===== src/rtl/instr_fetch_unit.sv =====
// -----------------------------------------------------------------------------
// instr_fetch_unit
//
// Instruction fetch stage. Owns the PC, reads instruction memory over a
// req/ack handshake and loads the IF/ID register whose opcode field feeds the
// control decoder. Handles hazard stalls, BNZ redirects and bubble injection.
// A bubble is always NOP_INSTR (opcode 6'b111111), so the decoder deasserts
// every write enable while IF/ID is invalid.
//
// Memory handshake: imem_req is high for the whole time a read is
// outstanding, and imem_addr stays fixed while it is high. The read completes
// on the clock edge where imem_ack=1; imem_rdata is only looked at on that
// edge. imem_ack is ignored while imem_req=0. A request, once raised, is never
// withdrawn: a redirect that arrives while it is outstanding is remembered in
// flush_pend_q and the returning word is thrown away.
//
// Ports:
//   clk         rising-edge clock
//   rst         synchronous, active-high reset
//   stall       hazard stall: hold IF/ID and stop advancing the PC
//   br_taken    one-cycle pulse: BNZ resolved taken
//   br_target   redirect address (bits [1:0] are forced to 0)
//   imem_req    read request
//   imem_addr   read address (= pc)
//   imem_ack    read complete, imem_rdata valid
//   imem_rdata  fetched word
//   if_instr    IF/ID instruction (NOP_INSTR when invalid)
//   if_opcode   if_instr[INSTR_W-1 -: 6], to the control decoder
//   if_pc4      address of if_instr + 4
//   if_valid    IF/ID holds a real instruction
//   dbg_state   current FSM state (S_IDLE=0, S_REQ=1, S_HOLD=2)
// -----------------------------------------------------------------------------
module instr_fetch_unit #(
    parameter int                 ADDR_W    = 16,
    parameter int                 INSTR_W   = 32,
    parameter logic [INSTR_W-1:0] NOP_INSTR = INSTR_W'(32'hFC00_0000)
) (
    input  logic               clk,
    input  logic               rst,
    input  logic               stall,
    input  logic               br_taken,
    input  logic [ADDR_W-1:0]  br_target,
    output logic               imem_req,
    output logic [ADDR_W-1:0]  imem_addr,
    input  logic               imem_ack,
    input  logic [INSTR_W-1:0] imem_rdata,
    output logic [INSTR_W-1:0] if_instr,
    output logic [5:0]         if_opcode,
    output logic [ADDR_W-1:0]  if_pc4,
    output logic               if_valid,
    output logic [1:0]         dbg_state
);

    typedef enum logic [1:0] {
        S_IDLE = 2'd0,
        S_REQ  = 2'd1,
        S_HOLD = 2'd2
    } state_e;

    localparam logic [ADDR_W-1:0] PC_STEP    = ADDR_W'(4);
    localparam logic [ADDR_W-1:0] ALIGN_MASK = ~ADDR_W'(3);

    state_e               state_q,      state_d;
    logic [ADDR_W-1:0]    pc_q,         pc_d;
    logic                 flush_pend_q, flush_pend_d;
    logic [ADDR_W-1:0]    tgt_q,        tgt_d;
    logic [INSTR_W-1:0]   hold_buf_q,   hold_buf_d;
    logic [ADDR_W-1:0]    hold_pc4_q,   hold_pc4_d;
    logic [INSTR_W-1:0]   if_instr_q,   if_instr_d;
    logic [ADDR_W-1:0]    if_pc4_q,     if_pc4_d;
    logic                 if_valid_q,   if_valid_d;

    logic [ADDR_W-1:0]    pc_inc;
    logic [ADDR_W-1:0]    br_tgt_al;

    // Unsigned modulo-2^ADDR_W increment; the wrap past the top is silent.
    assign pc_inc    = pc_q + PC_STEP;
    assign br_tgt_al = br_target & ALIGN_MASK;

    always_ff @(posedge clk) begin
        if (rst) begin
            state_q      <= S_IDLE;
            pc_q         <= '0;
            flush_pend_q <= 1'b0;
            tgt_q        <= '0;
            hold_buf_q   <= '0;
            hold_pc4_q   <= '0;
            if_instr_q   <= NOP_INSTR;
            if_pc4_q     <= '0;
            if_valid_q   <= 1'b0;
        end else begin
            state_q      <= state_d;
            pc_q         <= pc_d;
            flush_pend_q <= flush_pend_d;
            tgt_q        <= tgt_d;
            hold_buf_q   <= hold_buf_d;
            hold_pc4_q   <= hold_pc4_d;
            if_instr_q   <= if_instr_d;
            if_pc4_q     <= if_pc4_d;
            if_valid_q   <= if_valid_d;
        end
    end

    always_comb begin
        state_d      = state_q;
        pc_d         = pc_q;
        flush_pend_d = flush_pend_q;
        tgt_d        = tgt_q;
        hold_buf_d   = hold_buf_q;
        hold_pc4_d   = hold_pc4_q;
        if_instr_d   = if_instr_q;
        if_pc4_d     = if_pc4_q;
        if_valid_d   = if_valid_q;

        case (state_q)
            S_IDLE: begin
                state_d = S_REQ;
            end

            S_REQ: begin
                if (imem_ack) begin
                    if (br_taken || flush_pend_q) begin
                        // Word belongs to the wrong path: drop it and
                        // re-request at the redirect address right away.
                        pc_d         = br_taken ? br_tgt_al : tgt_q;
                        flush_pend_d = 1'b0;
                        if_instr_d   = NOP_INSTR;
                        if_valid_d   = 1'b0;
                    end else if (stall) begin
                        // IF/ID is frozen, so park the word until the
                        // stall clears.
                        hold_buf_d = imem_rdata;
                        hold_pc4_d = pc_inc;
                        pc_d       = pc_inc;
                        state_d    = S_HOLD;
                    end else begin
                        if_instr_d = imem_rdata;
                        if_pc4_d   = pc_inc;
                        if_valid_d = 1'b1;
                        pc_d       = pc_inc;
                    end
                end else begin
                    if (br_taken) begin
                        // The request cannot be withdrawn; remember the
                        // redirect and discard the word when it arrives.
                        flush_pend_d = 1'b1;
                        tgt_d        = br_tgt_al;
                        if_instr_d   = NOP_INSTR;
                        if_valid_d   = 1'b0;
                    end else if (!stall) begin
                        if_instr_d = NOP_INSTR;
                        if_valid_d = 1'b0;
                    end
                end
            end

            S_HOLD: begin
                if (br_taken) begin
                    pc_d       = br_tgt_al;
                    if_instr_d = NOP_INSTR;
                    if_valid_d = 1'b0;
                    state_d    = S_REQ;
                end else if (!stall) begin
                    if_instr_d = hold_buf_q;
                    if_pc4_d   = hold_pc4_q;
                    if_valid_d = 1'b1;
                    state_d    = S_REQ;
                end
            end

            default: begin
                state_d = S_IDLE;
            end
        endcase
    end

    assign imem_req  = (state_q == S_REQ);
    assign imem_addr = pc_q;
    assign if_instr  = if_instr_q;
    assign if_opcode = if_instr_q[INSTR_W-1 -: 6];
    assign if_pc4    = if_pc4_q;
    assign if_valid  = if_valid_q;
    assign dbg_state = state_q;

endmodule


===== config.mk =====
export PLATFORM = sky130hd
export DESIGN_NAME = instr_fetch_unit
export DESIGN_NICKNAME = d
export VERILOG_FILES = /design/src/rtl/instr_fetch_unit.sv
export SDC_FILE = /design/constraint.sdc
export NUM_CORES = 1
export LEC_CHECK = 0
export BUFFER_PORTS_ARGS = -buffer_cell sky130_fd_sc_hd__buf_2
export CORE_ASPECT_RATIO = 1.25
export CORE_MARGIN = 1
export CORE_UTILIZATION = 54
export CTS_CLUSTER_DIAMETER = 50
export CTS_CLUSTER_SIZE = 8
export DETAILED_ROUTE_END_ITERATION = 12
export PLACE_DENSITY = 0.79
export RECOVER_POWER = 50
export SLEW_MARGIN = 20
export SYNTH_ARGS = -nofsm -noshare
export SYNTH_HDL_FRONTEND = slang
export SYNTH_SLANG_ARGS = --single-unit

===== constraint.sdc =====
create_clock -name clk -period 2.2 [get_ports clk]
set_input_delay 0 -clock clk [delete_from_list [all_inputs] [get_ports clk]]
set_output_delay 0 -clock clk [all_outputs]
set_load 0.05 [all_outputs]

==> metrics.md, run 1 <==
| Metric | Value |
|---|---|
| Final Max Slew Viols | `0` |
| R2R depth | `8` |
| Total die area | `0.0108 mm²` |
| Synth cell types | `50` |
| TritonCTS Sinks | `132` |
| Initial antenna violation count | `0` |
| Most frequent cells in the layout | `nand2_1 (142), dfxtp_1 (129), a21oi_1 (83)` |
| Clk_lat worst skew | `420 ps` |
| Worst reg2reg setup slack | `130 ps` |
| Worst Hold Class | `input port to flip-flop` |
| Setup Buffers After CTS | `0` |
| Via-per-instance ratio | `5.84` |
| WL/cell | `16.4 µm` |
| Ys Warns | `0` |
| Count of final hold-check violations | `0` |
| RR Endpoint | `if_instr[28]` |
| Final nets | `912` |
| Clock Pin Slew Worst Setup and Hold Paths | `60 ps` |
| WS Path Type | `flip-flop to flip-flop` |
| Cell area power density | `1000 mW/mm²` |
| Detail Placement HPWL | `10000 µm` |
| Htree depth | `4` |
| Max VDD drop | `579 µV` |
| CTS resizes | `0` |
| Worst slew margin | `53.0%` |
| CTS tree | `yes` |
| Leakage | `2.78 nW` |
| Root buffer cell | `clkbuf_16` |
| EDFF count, synth | `0` |
| Total CTS buffers | `17` |
| Final setup TNS | `0 ps` |
| GPL Wtd Cong | `0.928` |
| Period utilization | `93.9%` |
| Total power draw | `0.00734 W` |
| FMAX | `484 MHz` |
| Floorplan core area | `0.0101 mm²` |
| Syn_nets | `760` |
| Pre-antenna DRT Iters | `5` |
| Commonest non-fill, non-tap cell in the layout | `nand2_1` |
| Number of synthesized register bits | `132` |
| Synthesized area per cell | `8.01 µm²` |
| First-pass GRT wire length | `25900 µm` |
| Crit path max fanout | `32` |
| Setup violators final | `0` |
| Worst setup path startpoint | `dbg_state[1]` |
| Die width | `93.4 µm` |
| # hold bufs at CTS | `47` |
| Grt total ovfl | `0` |
| Routed wire length | `16300 µm` |
| Cell taking the most area after synthesis | `dfxtp_1` |
| Register area share after synthesis | `46.9%` |
| DRC | `0` |
| Cell count after synthesis | `703` |
| Worst reg2reg startpoint | `dbg_state[1]` |
| Layout cells sized above 1 | `13.6%` |
| Top FF cell, synth | `dfxtp_1` |
| Area growth syn-to-layout | `30.3%` |
| Critical Path End | `if_instr[28]` |
| Global Route Usage Sum | `30.5%` |
| Cell row count | `41` |
| Total vias in the final route | `5818` |
| Critical path startpoint category | `flip-flop` |
| Clock Path Buffers | `2` |
| Synth top area share | `46.9%` |
| Outcome | `completed` |
| Worst Path Arrival | `2320 ps` |
| Cell area after synthesis | `0.00563 mm²` |
| RSZ-0062 raised after global routing | `false` |
| PortBufs | `124` |
| Antenna Violating Nets Remaining | `0` |
| Largest cells by area after synthesis | `dfxtp_1 (47%), nand2_1 (9.5%), a21oi_1 (7.4%), nor2_1 (4.5%), a221oi_1 (4.4%)` |
| Least-Margin Pin Slew | `705 ps` |
| Vert. Die Dim | `116 µm` |
| FILL cells | `777` |
| Antenna diodes | `0` |
| Critical Path RT | `2450 ps` |
| Crit. End Element | `flip-flop` |
| # IOs | `127` |
| Max_cap viols | `0` |
| Clock period minus worst slack | `2070 ps` |
| Initial Utilization | `55.7%` |
| DR iter-0 viols | `385` |
| Vias in the first global route | `5517` |
| Worst Skew | `8.98 ps` |
| Asr flop ratio synth | `0%` |
| Largest net degree at the start of global routing | `43` |
==> report_power, final <==
| part | total (W) | internal [W] | switching [W] | leakage [nW] |
|---|---|---|---|---|
| clock network | 0.00285 | 0.00179 | 0.00106 | 0.285 |
| logic | 0.00175 | 0.000478 | 0.00127 | 1.42 |
| registers | 0.00274 | 0.00259 | 0.000150 | 1.08 |
| total | 0.00734 | 0.00485 | 0.00249 | 2.78 |
==> critical path: stages (launching register included) <==
cell,delay (ps)
dfxtp_2,330
inv_1,90
ha_1,340
nand2b_1,160
o31a_1,300
and3_1,180
buf_4,240
o221ai_1,130
nand3_1,130
==> area by class of cell <==
type	instances	area (µm²)	share of cell area, %
multi-input cells	501	2690	36.6
repair buffers	196	1210	16.5
clock inverters	12	126	1.72
well taps	129	161	2.20
clock buffers	20	478	6.51
inverters	7	26.3	0.358
flip-flops and latches	132	2650	36.1
==> per-stage QoR <==
step	hold WS, ps	area [µm²]	cells	setup WS, ps	utilization [%]
final	31.5	7340	997	134	72.6
after global routing	36.2	7340	997	32.0	72.6
after floorplan	100	5650	703	15.0	-
after global placement	250	6390	918	302	63.2
after detailed placement	258	6390	918	225	63.2
after CTS	11.5	7460	997	197	73.8
==> registers in the layout, indices dropped and copies added (netlist names) <==
signal and count:
tgt_q 16, hold_buf_q 32, dbg_state 2, if_instr 32
if_pc4 16, flush_pend_q 1, if_valid 1, imem_addr 16
hold_pc4_q 16
==> Yosys cell counts (2+ instances only) <==
master	number
nand2_1	142
dfxtp_1	132
a21oi_1	83
nor2_1	67
clkbuf_1	49
nor3_1	32
a221oi_1	28
o21ai_0	28
nand3_1	15
a211oi_1	11
o211ai_1	11
and3_1	9
buf_4	8
inv_1	7
o221ai_1	7
xor2_1	7
nand2b_1	5
o21bai_1	5
xnor2_1	5
buf_2	4
ha_1	4
mux2i_1	4
a22oi_1	3
a31oi_1	3
nand4_1	3
a221o_1	2
buf_1	2
nand3_2	2
nor2b_1	2
o31a_1	2
or4_1	2
==> worst min path at each step <==
stage             startpoint  depth (start not counted)            to
2_1_floorplan       imem_ack                          1  flush_pend_q
3_3_place_gp        imem_ack                          2  flush_pend_q
3_5_place_dp   br_target[14]                          3     tgt_q[14]
4_1_cts                  rst                          2  imem_addr[7]
5_1_grt                  rst                          2  imem_addr[4]
6_report                 rst                          2  imem_addr[7]
==> cell families (layout without fill, tap and decap cells) <==
| family | count (synthesis) | count (layout) | share of synthesized area (%) |
|---|---|---|---|
| AND/OR/NAND/NOR | 290 | 290 | 22.7 |
| flip-flops | 132 | 132 | 46.9 |
| adder cells (fa/ha/maj) | 4 | 4 | 0.889 |
| AO/OA/AOI/OAI | 191 | 191 | 21.7 |
| buffers and inverters | 70 | 235 | 5.29 |
| XOR/XNOR | 12 | 12 | 1.87 |
| multiplexers | 4 | 4 | 0.711 |
==> routing by layer <==
layer	part of all wire, %	track usage (%)	routed length [µm]
met3	6.2	6.45	1010
met2	52	54.1	8420
met1	39	34.7	6440
met4	2.7	15.5	433
met5	0	0	0
Power figures use the tool's default switching activity.
==> inputs of run 2 (changes only) <==
Settings changed: CORE_MARGIN 1 to 2.
==> run 2 against run 1 <==
Effect of this change: worst setup slack gained 50 ps; first-iteration DRC count shrank 6.8%; fmax grew 2.5%; clock power is essentially flat; via count shrank 1.7%; cell area grew 0.32%; highest routed layer unchanged.
==> metrics.md, run 2 (same netlist as run 1, synthesis figures left out) <==
| Metric | Value |
|---|---|
| Outcome | `completed` |
| # IOs | `127` |
| Period utilization | `91.6%` |
| Commonest non-fill, non-tap cell in the layout | `nand2_1` |
| Total CTS buffers | `17` |
| Max VDD drop | `621 µV` |
| Routed wire length | `15800 µm` |
| Crit path max fanout | `32` |
| M1 wire length | `6190 µm` |
| GPL Wtd Cong | `0.855` |
| Floorplan core area | `0.0101 mm²` |
| Area growth syn-to-layout | `30.7%` |
| Initial antenna violation count | `0` |
| Htree depth | `4` |
| WL/cell | `15.8 µm` |
| DR iter-0 viols | `359` |
| Global Route Usage Sum | `28.4%` |
| Met3 routed WL | `1060 µm` |
| Cell area power density | `998 mW/mm²` |
| Largest net degree at the start of global routing | `61` |
| Layout cells sized above 1 | `13.6%` |
| Clk_lat worst skew | `410 ps` |
| Antenna diodes | `0` |
| Worst Path Arrival | `2280 ps` |
| CTS tree | `yes` |
| Detail Placement HPWL | `10200 µm` |
| CP top delay family | `compound AO/OA/AOI/OAI gates` |
| Setup violators final | `0` |
| Initial Utilization | `55.7%` |
| Worst Skew | `8.64 ps` |
| Setup Buffers After CTS | `0` |
| Grt total ovfl | `0` |
| Hold slack final | `70.6 ps` |
| FMAX | `496 MHz` |
| First-pass GRT wire length | `25500 µm` |
| Max_cap viols | `0` |
| Final nets | `911` |
| Critical path's slowest cell | `dfxtp_2` |
| Worst-path cell chain | `inv_1, ha_1, nand2b_1, o31a_1, and3_1, buf_4, o221ai_1, nand3_1` |
| Least-Margin Pin Slew | `664 ps` |
| Pre-antenna DRT Iters | `5` |
| RSZ-0062 raised after global routing | `false` |
| Max incr delay on CP | `340 ps` |
| Critical Path RT | `2460 ps` |
| Die width | `95.4 µm` |
| Vias in the first global route | `5350` |
| Worst slew margin | `55.7%` |
| Worst Hold Class | `input port to flip-flop` |
| Antenna Violating Nets Remaining | `0` |
| Total die area | `0.0113 mm²` |
| TritonCTS Sinks | `132` |
| Leakage | `2.78 nW` |
| Vert. Die Dim | `118 µm` |
| Clock Pin Slew Worst Setup and Hold Paths | `60 ps` |
| Via-per-instance ratio | `5.75` |
| WS Path Type | `flip-flop to flip-flop` |
| Clock period minus worst slack | `2020 ps` |
| PortBufs | `124` |
| Buf/Inv on CP | `2` |
| Root buffer cell | `clkbuf_16` |
| Top Metal Used | `met4` |
| FILL cells | `763` |
| Clock Path Buffers | `2` |
| WL met2 | `8200 µm` |
| Crit. End Element | `flip-flop` |
| Cell row count | `41` |
| Final setup TNS | `0 ps` |
| Final core area utilization | `72.9%` |
| DRC | `0` |
| Critical path startpoint category | `flip-flop` |
| Most frequent cells in the layout | `nand2_1 (142), dfxtp_1 (129), a21oi_1 (83)` |
| Count of final hold-check violations | `0` |
| Final Max Slew Viols | `0` |
| Total vias in the final route | `5720` |
## run 2: report_power, final
group,switching [W],internal (W)
sequential,0.000150,0.00259
combinational,0.00127,0.000481
clock,0.00104,0.00183
## run 2: what timing repair did
action,CTS,global route
hold buffers,47,0
setup endpoints to repair,0,1
endpoints found under the hold margin,88,0
gates resized for setup,0,1
## run 2: cell type report
| type | count | area, µm² | share of cell area, % |
|---|---|---|---|
| well taps | 129 | 161 | 2.19 |
| flip-flops and latches | 132 | 2650 | 36.0 |
| clock buffers | 19 | 453 | 6.15 |
| clock inverters | 12 | 156 | 2.12 |
| repair buffers | 195 | 1210 | 16.5 |
| inverters | 7 | 26.3 | 0.357 |
| multi-input cells | 501 | 2700 | 36.7 |
## run 2: path summary, 6_finish.rpt
path	startpoint	end	slack, ps	cells after the start
worst max register to register	dbg_state[1]	if_instr[29]	180	8
worst min-delay path	br_taken	flush_pend_q	70	3
worst min register to register	hold_pc4_q[1]	hold_pc4_q[1]	450	2
worst max-delay path	dbg_state[1]	if_instr[29]	180	8
## run 2: worst register-to-register path: cells and delay by family (launching register included)
kind                       cells  cell delay (ps)
AOI/OAI and AO/OA              2              430
adders and majority gates      1              340
buffers and inverters          2              330
DFF                            1              340
and+or+nand+nor                3              430
## run 2: through the flow
step / instance area [µm²] / instances / power (W) / setup slack [ps]
2_1_floorplan: 5650 / 703 / 0.00405 / 15.0
3_3_place_gp: 6390 / 917 / 0.00445 / 268
3_5_place_dp: 6390 / 917 / 0.00450 / 199
4_1_cts: 7470 / 995 / 0.00742 / 181
5_1_grt: 7360 / 995 / 0.00764 / 48.1
6_report: 7360 / 995 / 0.00735 / 184
## run 2: routing by layer
metal / GRT usage [%] / vias to the layer above
li1: - / 2766
met1: 34.0 / 2692
met3: 6.95 / 32
met4: 10.5 / 0
met5: 0 / -
met2: 48.4 / 230
==> inputs of run 3 (changes only) <==
Clock period 2.2 ns to 2 ns, I/O delays scaled along.
==> run 3 against run 2 <==
Effect of this change: worst setup slack got worse by 160 ps; via count increased by 2.7%; register-to-register slack got worse by 160 ps; critical path type unchanged; clock skew increased by 3.6 ps.
==> metrics.md, run 3 (same netlist as run 1, synthesis figures left out) <==
| Metric | Value |
|---|---|
| Outcome | `completed` |
| Layout cells sized above 1 | `16.6%` |
| Critical path startpoint category | `flip-flop` |
| Initial antenna violation count | `1` |
| RR Endpoint | `imem_addr[7]` |
| Max incr delay on CP | `420 ps` |
| Global Route Usage Sum | `28.9%` |
| TritonCTS Sinks | `132` |
| First-pass GRT wire length | `25900 µm` |
| Via-per-instance ratio | `5.83` |
| Antenna Violating Nets Remaining | `0` |
| Final Max Slew Viols | `0` |
| Cell area power density | `1100 mW/mm²` |
| Least-Margin Pin Slew | `652 ps` |
| # IOs | `127` |
| Total die area | `0.0113 mm²` |
| Die width | `95.4 µm` |
| FMAX | `506 MHz` |
| Initial Utilization | `55.7%` |
| Commonest non-fill, non-tap cell in the layout | `nand2_1` |
| Clock Pin Slew Worst Setup and Hold Paths | `60 ps` |
| Worst-path cell chain | `inv_2, ha_1, buf_6, or3_4, or4_1, a31oi_1, a21oi_1, nor2_1` |
| Worst Skew | `12.3 ps` |
| Clock period minus worst slack | `1980 ps` |
| Period utilization | `98.8%` |
| Floorplan core area | `0.0101 mm²` |
| Worst Hold Class | `input port to flip-flop` |
| Worst slew margin | `56.7%` |
| Max VDD drop | `655 µV` |
| Most frequent cells in the layout | `nand2_1 (141), dfxtp_1 (120), a21oi_1 (83)` |
| Total vias in the final route | `5876` |
| GPL Wtd Cong | `0.891` |
| Htree depth | `4` |
| Area of the multi-input gates | `0.00274 mm²` |
| DR iter-0 viols | `437` |
| DRC | `0` |
| PortBufs | `124` |
| Register Area | `0.00267 mm²` |
| Clock share of power | `39.6%` |
| Largest net degree at the start of global routing | `56` |
| Final core area utilization | `74.6%` |
| Area growth syn-to-layout | `33.9%` |
| Internal power | `0.00559 W` |
| WS Path Type | `flip-flop to flip-flop` |
| Final WS setup | `24.2 ps` |
| Grt total ovfl | `0` |
| Clock Path Buffers | `2` |
| Crit path max fanout | `8` |
| Routed wire length | `16500 µm` |
| Critical path's slowest cell | `or4_1` |
| Cell row count | `41` |
| CTS tree | `yes` |
| Final nets | `924` |
| Final setup TNS | `0 ps` |
| Critical Path End | `imem_addr[7]` |
| Sw Pwr | `0.00274 W` |
| Total CTS buffers | `17` |
| Detail Placement HPWL | `10500 µm` |
| R2R depth | `8` |
| Root buffer cell | `clkbuf_16` |
| Clk_lat worst skew | `410 ps` |
| Worst reg2reg setup slack | `20 ps` |
| Pre-CTS setup slack | `-51.5 ps` |
| Vias in the first global route | `5575` |
| Comb power frac | `24.2%` |
| Count of final hold-check violations | `0` |
| Pre-antenna DRT Iters | `5` |
| Vert. Die Dim | `118 µm` |
| WL/cell | `16.3 µm` |
| Antenna diodes | `0` |
| FILL cells | `782` |
| Worst Path Arrival | `2310 ps` |
| Critical Path RT | `2330 ps` |
| Sw Share | `32.9%` |
| Crit. End Element | `flip-flop` |
| Setup violators final | `0` |
| Leakage | `2.87 nW` |
| Total power draw | `0.00833 W` |
| Sequential cell fraction of total power | `36.2%` |
| Worst reg2reg startpoint | `dbg_state[0]` |
| Worst setup path startpoint | `dbg_state[0]` |
| Max_cap viols | `0` |
run 3: changes by cell type in the layout (fill, tap and decap cells not counted), sizes merged, moves of 2 or more:
cell      previous run  this run
buf                 73        83
clkbuf              94        96
clkinvlp             4         1
inv                  7        10
run 3: through the flow:
step | instance area [µm²] | hold slack, ps | std cells
2_1_floorplan | 5700 | 100 | 703
3_3_place_gp | 6470 | 251 | 926
3_5_place_dp | 6470 | 260 | 926
4_1_cts | 7580 | 14.7 | 1005
5_1_grt | 7540 | 19.7 | 1008
6_report | 7540 | 18.6 | 1008
run 3: power by group through the flow:
stage	logic, W	registers, W	clock network, W
floorplan	0.000840	0.00363	0
global placement	0.00189	0.00305	0
detailed placement	0.00192	0.00306	0
CTS	0.00201	0.00301	0.00332
global route	0.00214	0.00304	0.00344
finish	0.00202	0.00302	0.00330
run 3: repair_timing:
action	CTS	global route
pin swaps	0	2
endpoints found under the setup margin	26	41
endpoints found under the hold margin	95	0
setup buffers	0	3
hold buffers	48	0
resized for setup	1	12
run 3: worst max-delay path, delay by kind of cell (launching register included):
family,cells,cell delay (ps)
AOI/OAI and AO/OA,2,250
adders and majority gates,1,220
buffers and inverters,2,190
DFF,1,340
and+or+nand+nor,3,900
run 3: worst min-delay path by stage:
| stage | cells past startpoint | slack [ps] | endpoint | from |
|---|---|---|---|---|
| 6_report | 4 | 20 | dbg_state[1] | stall |
| 5_1_grt | 4 | 20 | dbg_state[1] | stall |
| 4_1_cts | 3 | 10 | flush_pend_q | br_taken |
| 3_5_place_dp | 3 | 260 | hold_buf_q[3] | imem_rdata[3] |
| 3_3_place_gp | 2 | 250 | flush_pend_q | imem_ack |
| 2_1_floorplan | 1 | 100 | flush_pend_q | imem_ack |
run 3: final cells by class:
class / count / share of cell area, %
well taps: 129 / 2.14
clock buffers: 19 / 6.01
clock inverters: 12 / 2.34
inverters: 7 / 0.348
flip-flops and latches: 132 / 35.3
multi-input cells: 501 / 36.3
repair buffers: 208 / 17.5
run 3: metal layers:
| layer | global-route usage (%) | vias to the layer above | part of all wire [%] |
|---|---|---|---|
| li1 | - | 2802 | - |
| met1 | 33.7 | 2760 | 38 |
| met2 | 49.7 | 275 | 52 |
| met3 | 7.14 | 39 | 7.5 |
| met4 | 11.5 | 0 | 2.2 |
| met5 | 0 | - | 0 |
